`src/rtl/sim_run_controller_if.sv`:
```
// Run/dump sequencer bus: control inputs, CPU reset, memory read port and dump/result outputs.
interface sim_run_controller_if #(
    parameter int unsigned WORD_SIZE = 32,
    parameter int unsigned ADDR_LEN  = 5,
    parameter int unsigned CNT_W     = 16
);
    logic                 start;
    logic                 halt;
    logic [CNT_W-1:0]     run_limit;
    logic [WORD_SIZE-1:0] cmp_mask;
    logic                 cpu_rstn;
    logic                 mem_rd_en;
    logic [ADDR_LEN-1:0]  mem_rd_addr;
    logic [WORD_SIZE-1:0] mem_rd_data;
    logic [WORD_SIZE-1:0] exp_data;
    logic                 dump_valid;
    logic [ADDR_LEN-1:0]  dump_addr;
    logic [WORD_SIZE-1:0] dump_data;
    logic                 busy;
    logic                 done;
    logic                 pass;
    logic                 timeout;
    logic [CNT_W-1:0]     cycle_count;
    logic [ADDR_LEN:0]    err_count;
    logic [ADDR_LEN-1:0]  first_err_addr;

    // Controller side
    modport master (
        input  start, halt, run_limit, cmp_mask, mem_rd_data, exp_data,
        output cpu_rstn, mem_rd_en, mem_rd_addr, dump_valid, dump_addr, dump_data,
               busy, done, pass, timeout, cycle_count, err_count, first_err_addr
    );

    // CPU / memory / bench side
    modport slave (
        output start, halt, run_limit, cmp_mask, mem_rd_data, exp_data,
        input  cpu_rstn, mem_rd_en, mem_rd_addr, dump_valid, dump_addr, dump_data,
               busy, done, pass, timeout, cycle_count, err_count, first_err_addr
    );
endinterface

```
`src/rtl/sim_run_controller.sv`:
```
// Run/dump sequencer: holds the CPU in reset, runs it to halt or budget, then sweeps and
// compares data memory against an expected image.
module sim_run_controller #(
    parameter int unsigned WORD_SIZE    = 32,
    parameter int unsigned ADDR_LEN     = 5,
    parameter int unsigned MEM_SIZE     = 32,
    parameter int unsigned CNT_W        = 16,
    parameter int unsigned RESET_CYCLES = 1,
    parameter int unsigned MAX_CYCLES   = 10
) (
    input  logic                 clk,
    input  logic                 rst,
    sim_run_controller_if.master bus
);
    localparam int unsigned ERR_W  = ADDR_LEN + 1;
    localparam int unsigned HOLD_W = (RESET_CYCLES > 1) ? $clog2(RESET_CYCLES) : 1;

    typedef enum logic [2:0] {
        S_IDLE, S_HOLD, S_RUN, S_DUMP, S_DRAIN, S_DONE
    } state_t;

    state_t               state_q, state_n;
    logic [HOLD_W-1:0]    hold_q, hold_n;
    logic [CNT_W-1:0]     budget_q, budget_n;
    logic [WORD_SIZE-1:0] mask_q, mask_n;
    logic [CNT_W-1:0]     cnt_q, cnt_n;
    logic                 timeout_q, timeout_n;
    logic [ADDR_LEN-1:0]  addr_q, addr_n;
    logic [ERR_W-1:0]     err_q, err_n;
    logic [ADDR_LEN-1:0]  first_q, first_n;
    logic                 dv_q, dv_n;
    logic [ADDR_LEN-1:0]  daddr_q, daddr_n;
    logic                 rstn_q, rstn_n;
    logic                 rd_en_q, rd_en_n;
    logic                 busy_q, busy_n;
    logic                 done_q, done_n;
    logic                 pass_q, pass_n;
    logic                 mismatch_c;

    // Next-state, counters, compare and registered-output values
    always_comb begin
        state_n   = state_q;
        hold_n    = hold_q;
        budget_n  = budget_q;
        mask_n    = mask_q;
        cnt_n     = cnt_q;
        timeout_n = timeout_q;
        addr_n    = addr_q;
        err_n     = err_q;
        first_n   = first_q;
        mismatch_c = dv_q && (((bus.mem_rd_data ^ bus.exp_data) & mask_q) != '0);

        case (state_q)
            S_IDLE, S_DONE: begin
                if (bus.start) begin
                    state_n   = S_HOLD;
                    hold_n    = '0;
                    budget_n  = (bus.run_limit == '0) ? CNT_W'(MAX_CYCLES) : bus.run_limit;
                    mask_n    = bus.cmp_mask;
                    cnt_n     = '0;
                    timeout_n = 1'b0;
                    addr_n    = '0;
                    err_n     = '0;
                    first_n   = '0;
                end
            end
            S_HOLD: begin
                if (hold_q == HOLD_W'(RESET_CYCLES - 1)) begin
                    state_n = S_RUN;
                end else begin
                    hold_n = hold_q + 1'b1;
                end
            end
            S_RUN: begin
                cnt_n = (cnt_q == '1) ? cnt_q : cnt_q + 1'b1;
                // Halt takes priority over the budget when both hit in one cycle
                if (bus.halt) begin
                    state_n = S_DUMP;
                    addr_n  = '0;
                end else if (CNT_W'(cnt_q + 1'b1) == budget_q) begin
                    state_n   = S_DUMP;
                    addr_n    = '0;
                    timeout_n = 1'b1;
                end
            end
            S_DUMP: begin
                if (addr_q == ADDR_LEN'(MEM_SIZE - 1)) begin
                    addr_n  = '0;
                    state_n = S_DRAIN;
                end else begin
                    addr_n = addr_q + 1'b1;
                end
            end
            S_DRAIN: state_n = S_DONE;
            default: state_n = S_IDLE;
        endcase

        // Beats only occur in DUMP/DRAIN, so this never collides with the start-time clear
        if (mismatch_c) begin
            err_n = err_q + 1'b1;
            if (err_q == '0) begin
                first_n = daddr_q;
            end
        end

        dv_n    = (state_q == S_DUMP);
        daddr_n = (state_q == S_DUMP) ? addr_q : '0;
        rstn_n  = (state_n == S_RUN);
        rd_en_n = (state_n == S_DUMP);
        busy_n  = state_n inside {S_HOLD, S_RUN, S_DUMP, S_DRAIN};
        done_n  = (state_n == S_DONE);
        pass_n  = done_n && (err_n == '0) && !timeout_n;
    end

    // State and output registers
    always_ff @(posedge clk or posedge rst) begin
        if (rst) begin
            state_q   <= S_IDLE;
            hold_q    <= '0;
            budget_q  <= '0;
            mask_q    <= '0;
            cnt_q     <= '0;
            timeout_q <= 1'b0;
            addr_q    <= '0;
            err_q     <= '0;
            first_q   <= '0;
            dv_q      <= 1'b0;
            daddr_q   <= '0;
            rstn_q    <= 1'b0;
            rd_en_q   <= 1'b0;
            busy_q    <= 1'b0;
            done_q    <= 1'b0;
            pass_q    <= 1'b0;
        end else begin
            state_q   <= state_n;
            hold_q    <= hold_n;
            budget_q  <= budget_n;
            mask_q    <= mask_n;
            cnt_q     <= cnt_n;
            timeout_q <= timeout_n;
            addr_q    <= addr_n;
            err_q     <= err_n;
            first_q   <= first_n;
            dv_q      <= dv_n;
            daddr_q   <= daddr_n;
            rstn_q    <= rstn_n;
            rd_en_q   <= rd_en_n;
            busy_q    <= busy_n;
            done_q    <= done_n;
            pass_q    <= pass_n;
        end
    end

    assign bus.cpu_rstn       = rstn_q;
    assign bus.mem_rd_en      = rd_en_q;
    assign bus.mem_rd_addr    = addr_q;
    assign bus.dump_valid     = dv_q;
    assign bus.dump_addr      = daddr_q;
    // Read data arrives in the beat cycle; gated so the stream is quiet between beats
    assign bus.dump_data      = dv_q ? bus.mem_rd_data : '0;
    assign bus.busy           = busy_q;
    assign bus.done           = done_q;
    assign bus.pass           = pass_q;
    assign bus.timeout        = timeout_q;
    assign bus.cycle_count    = cnt_q;
    assign bus.err_count      = err_q;
    assign bus.first_err_addr = first_q;
endmodule

```
`src/flat_wrapper.sv`:
```
// flat-port wrapper written by rule: the top's interface ports become plain ports
module sim_run_controller_flat 
#(
    parameter int unsigned WORD_SIZE    = 32,
    parameter int unsigned ADDR_LEN     = 5,
    parameter int unsigned MEM_SIZE     = 32,
    parameter int unsigned CNT_W        = 16,
    parameter int unsigned RESET_CYCLES = 1,
    parameter int unsigned MAX_CYCLES   = 10
)
  (clk, rst, bus_start, bus_halt, bus_run_limit, bus_cmp_mask, bus_mem_rd_data, bus_exp_data, bus_cpu_rstn, bus_mem_rd_en, bus_mem_rd_addr, bus_dump_valid, bus_dump_addr, bus_dump_data, bus_busy, bus_done, bus_pass, bus_timeout, bus_cycle_count, bus_err_count, bus_first_err_addr);
  sim_run_controller_if #(.WORD_SIZE(WORD_SIZE), .ADDR_LEN(ADDR_LEN), .CNT_W(CNT_W)) bus_i ();
  input  logic clk;
  input  logic rst;
  input wire logic [$bits(bus_i.start)-1:0] bus_start;
  input wire logic [$bits(bus_i.halt)-1:0] bus_halt;
  input wire logic [$bits(bus_i.run_limit)-1:0] bus_run_limit;
  input wire logic [$bits(bus_i.cmp_mask)-1:0] bus_cmp_mask;
  input wire logic [$bits(bus_i.mem_rd_data)-1:0] bus_mem_rd_data;
  input wire logic [$bits(bus_i.exp_data)-1:0] bus_exp_data;
  output wire logic [$bits(bus_i.cpu_rstn)-1:0] bus_cpu_rstn;
  output wire logic [$bits(bus_i.mem_rd_en)-1:0] bus_mem_rd_en;
  output wire logic [$bits(bus_i.mem_rd_addr)-1:0] bus_mem_rd_addr;
  output wire logic [$bits(bus_i.dump_valid)-1:0] bus_dump_valid;
  output wire logic [$bits(bus_i.dump_addr)-1:0] bus_dump_addr;
  output wire logic [$bits(bus_i.dump_data)-1:0] bus_dump_data;
  output wire logic [$bits(bus_i.busy)-1:0] bus_busy;
  output wire logic [$bits(bus_i.done)-1:0] bus_done;
  output wire logic [$bits(bus_i.pass)-1:0] bus_pass;
  output wire logic [$bits(bus_i.timeout)-1:0] bus_timeout;
  output wire logic [$bits(bus_i.cycle_count)-1:0] bus_cycle_count;
  output wire logic [$bits(bus_i.err_count)-1:0] bus_err_count;
  output wire logic [$bits(bus_i.first_err_addr)-1:0] bus_first_err_addr;
  assign bus_i.start = bus_start;
  assign bus_i.halt = bus_halt;
  assign bus_i.run_limit = bus_run_limit;
  assign bus_i.cmp_mask = bus_cmp_mask;
  assign bus_i.mem_rd_data = bus_mem_rd_data;
  assign bus_i.exp_data = bus_exp_data;
  assign bus_cpu_rstn = bus_i.cpu_rstn;
  assign bus_mem_rd_en = bus_i.mem_rd_en;
  assign bus_mem_rd_addr = bus_i.mem_rd_addr;
  assign bus_dump_valid = bus_i.dump_valid;
  assign bus_dump_addr = bus_i.dump_addr;
  assign bus_dump_data = bus_i.dump_data;
  assign bus_busy = bus_i.busy;
  assign bus_done = bus_i.done;
  assign bus_pass = bus_i.pass;
  assign bus_timeout = bus_i.timeout;
  assign bus_cycle_count = bus_i.cycle_count;
  assign bus_err_count = bus_i.err_count;
  assign bus_first_err_addr = bus_i.first_err_addr;
  sim_run_controller #(.WORD_SIZE(WORD_SIZE), .ADDR_LEN(ADDR_LEN), .MEM_SIZE(MEM_SIZE), .CNT_W(CNT_W), .RESET_CYCLES(RESET_CYCLES), .MAX_CYCLES(MAX_CYCLES)) u_core (.clk(clk), .rst(rst), .bus(bus_i));
endmodule
```
`config.mk`:
```
export PLATFORM = sky130hd
export DESIGN_NAME = sim_run_controller_flat
export DESIGN_NICKNAME = d
export VERILOG_FILES = /design/src/rtl/sim_run_controller_if.sv /design/src/rtl/sim_run_controller.sv /design/src/flat_wrapper.sv
export SDC_FILE = /design/constraint.sdc
export NUM_CORES = 1
export LEC_CHECK = 0
export ABC_AREA = 1
export CORE_ASPECT_RATIO = 0.7
export CORE_MARGIN = 10
export CORE_UTILIZATION = 51
export CTS_BUF_LIST = sky130_fd_sc_hd__clkbuf_2
export DETAILED_ROUTE_END_ITERATION = 8
export HOLD_SLACK_MARGIN = 0.05
export PLACE_DENSITY = 0.88
export SETUP_SLACK_MARGIN = 0.5
export SYNTH_ARGS = -nofsm -noshare
export SYNTH_HDL_FRONTEND = slang
export SYNTH_SLANG_ARGS = --single-unit
export TNS_END_PERCENT = 30
```
`constraint.sdc`:
```
create_clock -name clk -period 6.63 [get_ports clk]
set_input_delay 0.9945 -clock clk [delete_from_list [all_inputs] [get_ports clk]]
set_output_delay 0.9945 -clock clk [all_outputs]
set_load 0.01 [all_outputs]
```
==> results of run 1 <==
-- cells in the final DEF (no fill, tap or decap), types with 9 or more instances in the layout --
| master | instances |
|---|---|
| sky130_fd_sc_hd__o22ai_1 | 11 |
| sky130_fd_sc_hd__nand3_1 | 68 |
| sky130_fd_sc_hd__nor2_1 | 50 |
| sky130_fd_sc_hd__xor2_1 | 9 |
| sky130_fd_sc_hd__inv_1 | 143 |
| sky130_fd_sc_hd__o21ai_0 | 22 |
| sky130_fd_sc_hd__nand2_2 | 10 |
| sky130_fd_sc_hd__nor3_1 | 9 |
| sky130_fd_sc_hd__dfrtp_1 | 95 |
| sky130_fd_sc_hd__clkdlybuf4s50_1 | 191 |
| sky130_fd_sc_hd__nand2_1 | 327 |
| sky130_fd_sc_hd__clkbuf_2 | 9 |
-- layer usage --
layer  up-vias  routed length (um)
met5         -                   0
met4         0                  78
met3        10                1747
met2       200                7904
met1      2605                7941
li1       2884                   -
-- registers in the layout, indices dropped and copies added, names as in the netlist, 3 cells and up --
signal / count
u_core.bus.err_count: 6
u_core.bus.mem_rd_addr: 5
u_core.budget_q: 16
u_core.state_q: 3
u_core.mask_q: 32
u_core.bus.dump_addr: 5
u_core.bus.cycle_count: 16
u_core.bus.first_err_addr: 5
-- stage by stage --
step           power [mW]  cells
3_3_place_gp        2.312   1153
3_5_place_dp        2.349   1153
6_report            2.652   1169
2_1_floorplan       1.811    823
4_1_cts             2.659   1169
5_1_grt             2.864   1169
-- kinds of logic (layout without fill, tap and decap cells) --
logic type | Yosys count | count (layout) | share of synthesized area
simple gates | 494 | 494 | 0.3712
buf+inv | 167 | 360 | 0.1144
flops | 95 | 95 | 0.4188
compound gates | 49 | 49 | 0.05841
xor+xnor | 13 | 13 | 0.02623
fa+ha+maj | 5 | 5 | 0.01102
-- cell type report --
cell class | count | area (um^2)
flip-flops and latches | 95 | 2377
clock inverters | 7 | 78.83
repair buffers | 194 | 1934
multi-input cells | 561 | 2655
fillers | 920 | 3083
well taps | 153 | 191.4
clock buffers | 9 | 45.04
inverters | 150 | 565.5
-- final timing paths --
path                                          start                         to  slack (ns)  cells past startpoint
worst max register to register    u_core.state_q[1]  u_core.bus.cycle_count[1]        3.93                      6
max in group asynchronous                       rst         u_core.budget_q[7]        4.80                      3
worst max-delay path            bus_mem_rd_data[23]          bus_dump_data[23]        3.44                      4
worst min-delay path               u_core.mask_q[5]           u_core.mask_q[5]        0.51                      2
min in group asynchronous                       rst           u_core.mask_q[9]        0.74                      2
worst min register to register     u_core.mask_q[5]           u_core.mask_q[5]        0.51                      2
-- worst register-to-register path: stages, from the launching register on --
cell and delay, ns:
sky130_fd_sc_hd__dfrtp_1 0.49, sky130_fd_sc_hd__inv_1 0.12, sky130_fd_sc_hd__nor3_4 0.48, sky130_fd_sc_hd__o311ai_4 0.30, sky130_fd_sc_hd__a21oi_2 0.97, sky130_fd_sc_hd__nand3_1 0.21
sky130_fd_sc_hd__o21ai_2 0.11
-- power by group --
| group | switching (mW) | total (mW) | internal, mW |
|---|---|---|---|
| registers | 0.177 | 0.975 | 0.799 |
| logic | 0.775 | 1.37 | 0.593 |
| clock network | 0.216 | 0.309 | 0.0925 |
| total | 1.17 | 2.65 | 1.48 |
==> results.yml, run 1 <==
outcome:
  outcome: "finished clean"
clock_network:
  clkTransAtPathRegs_ns: 0.22
  cts_resized: 0
  ctsLongestPathBuffers: 2
  ctsHtreeMaxLevel: 3
  clkSinkCount: 95
  holdBufCountCts: 0
  cts_root_buffer: "sky130_fd_sc_hd__clkbuf_2"
  post_cts_buffers: 0
  cts_buf_count: 9
  clock_tree_from_tritoncts: "done"
  clk_latency_ns: 0.62
critical_path:
  type_of_element_capturing_the_critical_path: "output pin"
  worstSetupPathType: "in2out"
  crit_required_ns: 5.64
  start_kind: "input port"
  critical-path-top-delay-family: "buffers and inverters"
  worstPathCellList: "clkdlybuf4s50_1, nand2_1, inv_1, clkdlybuf4s50_1"
  timing.critical_path.slowest_cell_delay_ns: 0.55
  cp_num_buf_inv: 3
  critical-path-top-cell-by-count: "sky130_fd_sc_hd__clkdlybuf4s50_1"
  critical_path.slowest_cell: "sky130_fd_sc_hd__clkdlybuf4s50_1"
  arrival_ns: 2.20
  critical_path.max_fanout: 3
global_routing:
  grtUsageTotal: 0.2175
  use_met3: 0.08055
  antenna_found_initial: 0
  most_used_routing_layer_in_global_routing: "met2"
  first_global_vias: 5462
  global_route_wire_length_before_repair_um: 27970
  grt_util_met2: 0.3399
  grt_start_max_net_pins: 60
  met1_global_route_usage: 0.2895
  gr-total-overflow: 0
routing:
  route.vias.total: 5699
  number_of_iterations_in_the_first_detailed_routing_pass: 7
  wire_per_inst_um: 15.12
  drt_iter0_drc: 418
  drc_errors: 0
  finalWirelength_um: 17670
  vias_per_cell: 4.875
  final_antenna_net_count: 0
floorplanning:
  die_area_um2: 15820
  core_um2: 10930
  floorplan.rows: 32
  initial_core_util: 0.5193
  io_pins: 192
  floorplan.die.height_um: 108.3
  dieWidth_um: 146.1
placed_design:
  gp_congestion: 0.9279
  place_area_um2: 7724
  buffer_ports.inserted: 191
  place_hpwl_um: 13870
  post-place-ws_ns: 3.432
synthesis:
  postSynth.asyncResetShare: 1.000
  synth.distinct_cells: 42
  netlist_instances: 823
  syn_area_per_cell_um2: 6.898
  net_count_after_synthesis: 944
  synth_seq_area_share: 0.4188
  post_synth_instance_area_um2: 5677
  synth.largest_area_cell: "sky130_fd_sc_hd__dfrtp_1"
  post_synth_most_frequent_cells: "sky130_fd_sc_hd__nand2_1 (327), sky130_fd_sc_hd__inv_1 (144), sky130_fd_sc_hd__dfrtp_1 (95)"
  most_used_standard_cell_by_instance_count_after_synthesis: "sky130_fd_sc_hd__nand2_1"
  synth_largest_type_area_fraction: 0.4188
  ys_warn_count: 0
  synth-main-ff-cell: "sky130_fd_sc_hd__dfrtp_1"
  synth.ff_latch_count: 95
  number_of_enable_type_register_cells_in_the_synthesized_netlist: 0
  largest_cells_by_area_after_synthesis: "sky130_fd_sc_hd__dfrtp_1 (42%), sky130_fd_sc_hd__nand2_1 (22%), sky130_fd_sc_hd__inv_1 (9.5%)"
sta:
  timing_max_transition_violations_final: 0
  setup-tns-final_ns: 0
  max_slew_margin: 0.2232
  max_clock_freq_mhz: 313.4
  layout_min_cycle_time_ns: 3.191
  timing.clock.skew_ns: 0.05822
  setup-violations-final: 0
  worst_hold_slack_ns: 0.5102
  timing_worst_slew_pin_value_ns: 1.165
  setup_ws_ns: 3.439
  fin_crit_sh: 0.4813
  finalHoldViolCount: 0
  grt_setup_unrepaired: "false"
min_path:
  hold_path_class: "reg2reg"
pwr:
  pwr_cell_area_nw_per_um2: 338.0
  max-vdd-ir-drop_uv: 246.0
  leakage_nw: 4.187
layout:
  areaGrowthSynthToFinish_pct: 38.24
  design_area_um2: 7848
  nNetsFinal: 1132
  antenna_cells: 0
  layout-drive-gt1-share: 0.06102
  final_core_util: 0.7179
job:
  maxcap_violations: 0
Note: power is estimated with default switching activity, not from simulation.
==> inputs of run 2 (changes only) <==
--- a/config.mk
+++ b/config.mk
@@ -8,11 +8,11 @@
 export ABC_AREA = 1
 export CORE_ASPECT_RATIO = 0.7
 export CORE_MARGIN = 10
-export CORE_UTILIZATION = 51
+export CORE_UTILIZATION = 48
 export CTS_BUF_LIST = sky130_fd_sc_hd__clkbuf_2
 export DETAILED_ROUTE_END_ITERATION = 8
 export HOLD_SLACK_MARGIN = 0.05
-export PLACE_DENSITY = 0.88
+export PLACE_DENSITY = 0.84
 export SETUP_SLACK_MARGIN = 0.5
 export SYNTH_ARGS = -nofsm -noshare
 export SYNTH_HDL_FRONTEND = slang
==> constraint.sdc (replaced) <==
create_clock -name clk -period 3.2 [get_ports clk]
set_input_delay 0.48 -clock clk [delete_from_list [all_inputs] [get_ports clk]]
set_output_delay 0.48 -clock clk [all_outputs]
set_load 0.01 [all_outputs]
==> run 2 against run 1 <==
Against the previous run:
- register-to-register slack got worse by 3.1 ns
- critical path depth unchanged
- setup slack got worse by 2.7 ns
- largest power group unchanged
- global-route usage decreased by 0.89 points
- flip-flop and latch count unchanged
- clock skew decreased by 0.036 ns
- design area increased by 0.51%
- combinational power increased by 110%
==> results.yml, run 2 (synthesis results as in run 1) <==
critical_path:
  timing.rr.start: "u_core.bus.cycle_count[0]"
  endpoint_of_the_worst_slack_reg_to_reg_timing_path: "u_core.bus.mem_rd_addr[3]"
  crit_required_ns: 2.72
  worstSetupPathType: "reg2out"
  setup.reg_to_reg.worst_slack_ns: 0.81
  worstPathCellList: "buf_6, nand2_1, inv_1, clkdlybuf4s50_1"
  arrival_ns: 2.00
  critical_path.max_fanout: 40
  timing.critical_path.slowest_cell_delay_ns: 0.56
  depth_of_the_most_critical_reg_to_reg_path: 17
  type_of_element_capturing_the_critical_path: "output pin"
  startpoint_of_the_most_critical_setup_path: "u_core.bus.dump_valid"
  critical_path.slowest_cell: "sky130_fd_sc_hd__clkdlybuf4s50_1"
  start_kind: "flop"
placed_design:
  buffer_ports.inserted: 191
  gp_congestion: 0.9155
  place_area_um2: 7765
  post-place-ws_ns: 0.5575
  place_hpwl_um: 14110
sta:
  finalHoldViolCount: 0
  max_clock_freq_mhz: 403.2
  grt_setup_unrepaired: "false"
  timing_max_transition_violations_final: 0
  timing.clock.skew_ns: 0.02176
  max_slew_margin: 0.5632
  setup-violations-final: 0
  layout_min_cycle_time_ns: 2.480
  timing_worst_slew_pin_value_ns: 0.6538
  setup-tns-final_ns: 0
  fin_crit_sh: 0.7750
  setup_ws_ns: 0.7200
routing:
  drc_errors: 0
  wire_per_inst_um: 15.14
  drt_iter0_drc: 433
  number_of_iterations_in_the_first_detailed_routing_pass: 6
  final_antenna_net_count: 0
  vias_per_cell: 4.882
  route.vias.total: 5741
  finalWirelength_um: 17800
layout:
  areaGrowthSynthToFinish_pct: 38.95
  layout-drive-gt1-share: 0.06183
  commonest_non_fill_non_tap_cell_in_the_layout: "sky130_fd_sc_hd__nand2_1"
  register_containing_the_most_flip_flops_in_the_final_layout: "u_core.mask_q"
  largest_register_ffs: 32
  antenna_cells: 0
  design_area_um2: 7888
  final_core_util: 0.6774
  nNetsFinal: 1135
  most_used_cells_in_the_layout_excluding_fill_and_tap_cells: "sky130_fd_sc_hd__nand2_1 (327), sky130_fd_sc_hd__clkdlybuf4s50_1 (191), sky130_fd_sc_hd__inv_1 (143)"
outcome:
  outcome: "finished clean"
pwr:
  pwr_cell_area_nw_per_um2: 697.2
  clock_power_share: 0.109
  leakage_nw: 4.190
  switching_share: 0.4382
  fraction_of_power_consumed_by_combinational_cells: 0.524
  power.sequential.fraction: 0.367
  max-vdd-ir-drop_uv: 457.8
  power.switching_mw: 2.410
  cell_internal_pwr_mw: 3.089
min_path:
  hold_path_class: "in2async"
clock_network:
  clkTransAtPathRegs_ns: 0.27
  cts_buf_count: 9
  cts_root_buffer: "sky130_fd_sc_hd__clkbuf_2"
  clkSinkCount: 95
  post_cts_buffers: 0
  holdBufCountCts: 0
  clock_tree_from_tritoncts: "done"
  cts_resized: 0
  clk_latency_ns: 0.58
  ctsHtreeMaxLevel: 3
  ctsLongestPathBuffers: 2
floorplanning:
  initial_core_util: 0.4875
  core_um2: 11640
  die_area_um2: 16650
  dieWidth_um: 150.0
  floorplan.die.height_um: 111.0
  floorplan.rows: 33
  io_pins: 192
global_routing:
  use_met3: 0.06852
  grt_util_met2: 0.3216
  most_used_routing_layer_in_global_routing: "met2"
  antenna_found_initial: 0
  grtUsageTotal: 0.2086
  gr-total-overflow: 0
  global_route_wire_length_before_repair_um: 28260
  first_global_vias: 5502
  grt_start_max_net_pins: 71
  met1_global_route_usage: 0.2797
job:
  maxcap_violations: 0
[run 2: cell types whose count changed in the layout (fill, tap and decap cells not counted), sizes merged]
| cell | previous run | this run |
|---|---|---|
| clkinvlp | 0 | 3 |
| inv | 153 | 149 |
| clkbuf | 9 | 10 |
| buf | 3 | 6 |
[run 2: cell type report]
cell class / count / area, um^2
clock buffer: 10 / 50.05
sequential: 95 / 2377
inverter: 150 / 566.8
tap: 157 / 196.4
timing repair buffer: 197 / 1973
multi-input combinational: 561 / 2663
clock inverter: 6 / 61.31
fill: 1007 / 3756
[run 2: worst max path at each step]
stage | slack, ns | depth (start not counted) | end
after floorplan | 1.27 | 17 | u_core.bus.cpu_rstn
after global placement | 0.62 | 14 | u_core.bus.pass
after detailed placement | 0.56 | 14 | u_core.bus.pass
after CTS | 0.56 | 4 | bus_dump_data[13]
after global routing | 0.55 | 4 | bus_dump_data[13]
final | 0.72 | 4 | bus_dump_data[13]
[run 2: metrics by stage]
| stage | total power, mW | hold slack, ns | instances |
|---|---|---|---|
| 6_report | 5.499 | 0.2729 | 1176 |
| 5_1_grt | 5.966 | 0.2462 | 1176 |
| 4_1_cts | 5.505 | 0.2590 | 1176 |
| 3_5_place_dp | 4.904 | 0.4617 | 1160 |
| 3_3_place_gp | 4.834 | 0.4572 | 1160 |
| 2_1_floorplan | 3.753 | 0.4427 | 823 |
[run 2: layer usage]
metal | vias to the layer above | part of all wire
met1 | 2628 | 0.46
met2 | 199 | 0.44
met3 | 19 | 0.092
li1 | 2895 | -
met5 | - | 0
met4 | 0 | 0.012
[run 2: worst max-delay path, delay by kind of cell (launching register included)]
kind / cells / cell delay, ns
buf+inv: 3 / 0.93
flops: 1 / 0.39
simple gates: 1 / 0.11
[run 2: power by group through the flow]
stage               Clock (mW)  Combinational (mW)  Sequential [mW]
floorplan                    0                1.72             2.03
global placement             0                2.80             2.03
detailed placement           0                2.86             2.04
CTS                      0.611                2.88             2.02
global route             0.659                3.22             2.09
finish                   0.598                2.88             2.02
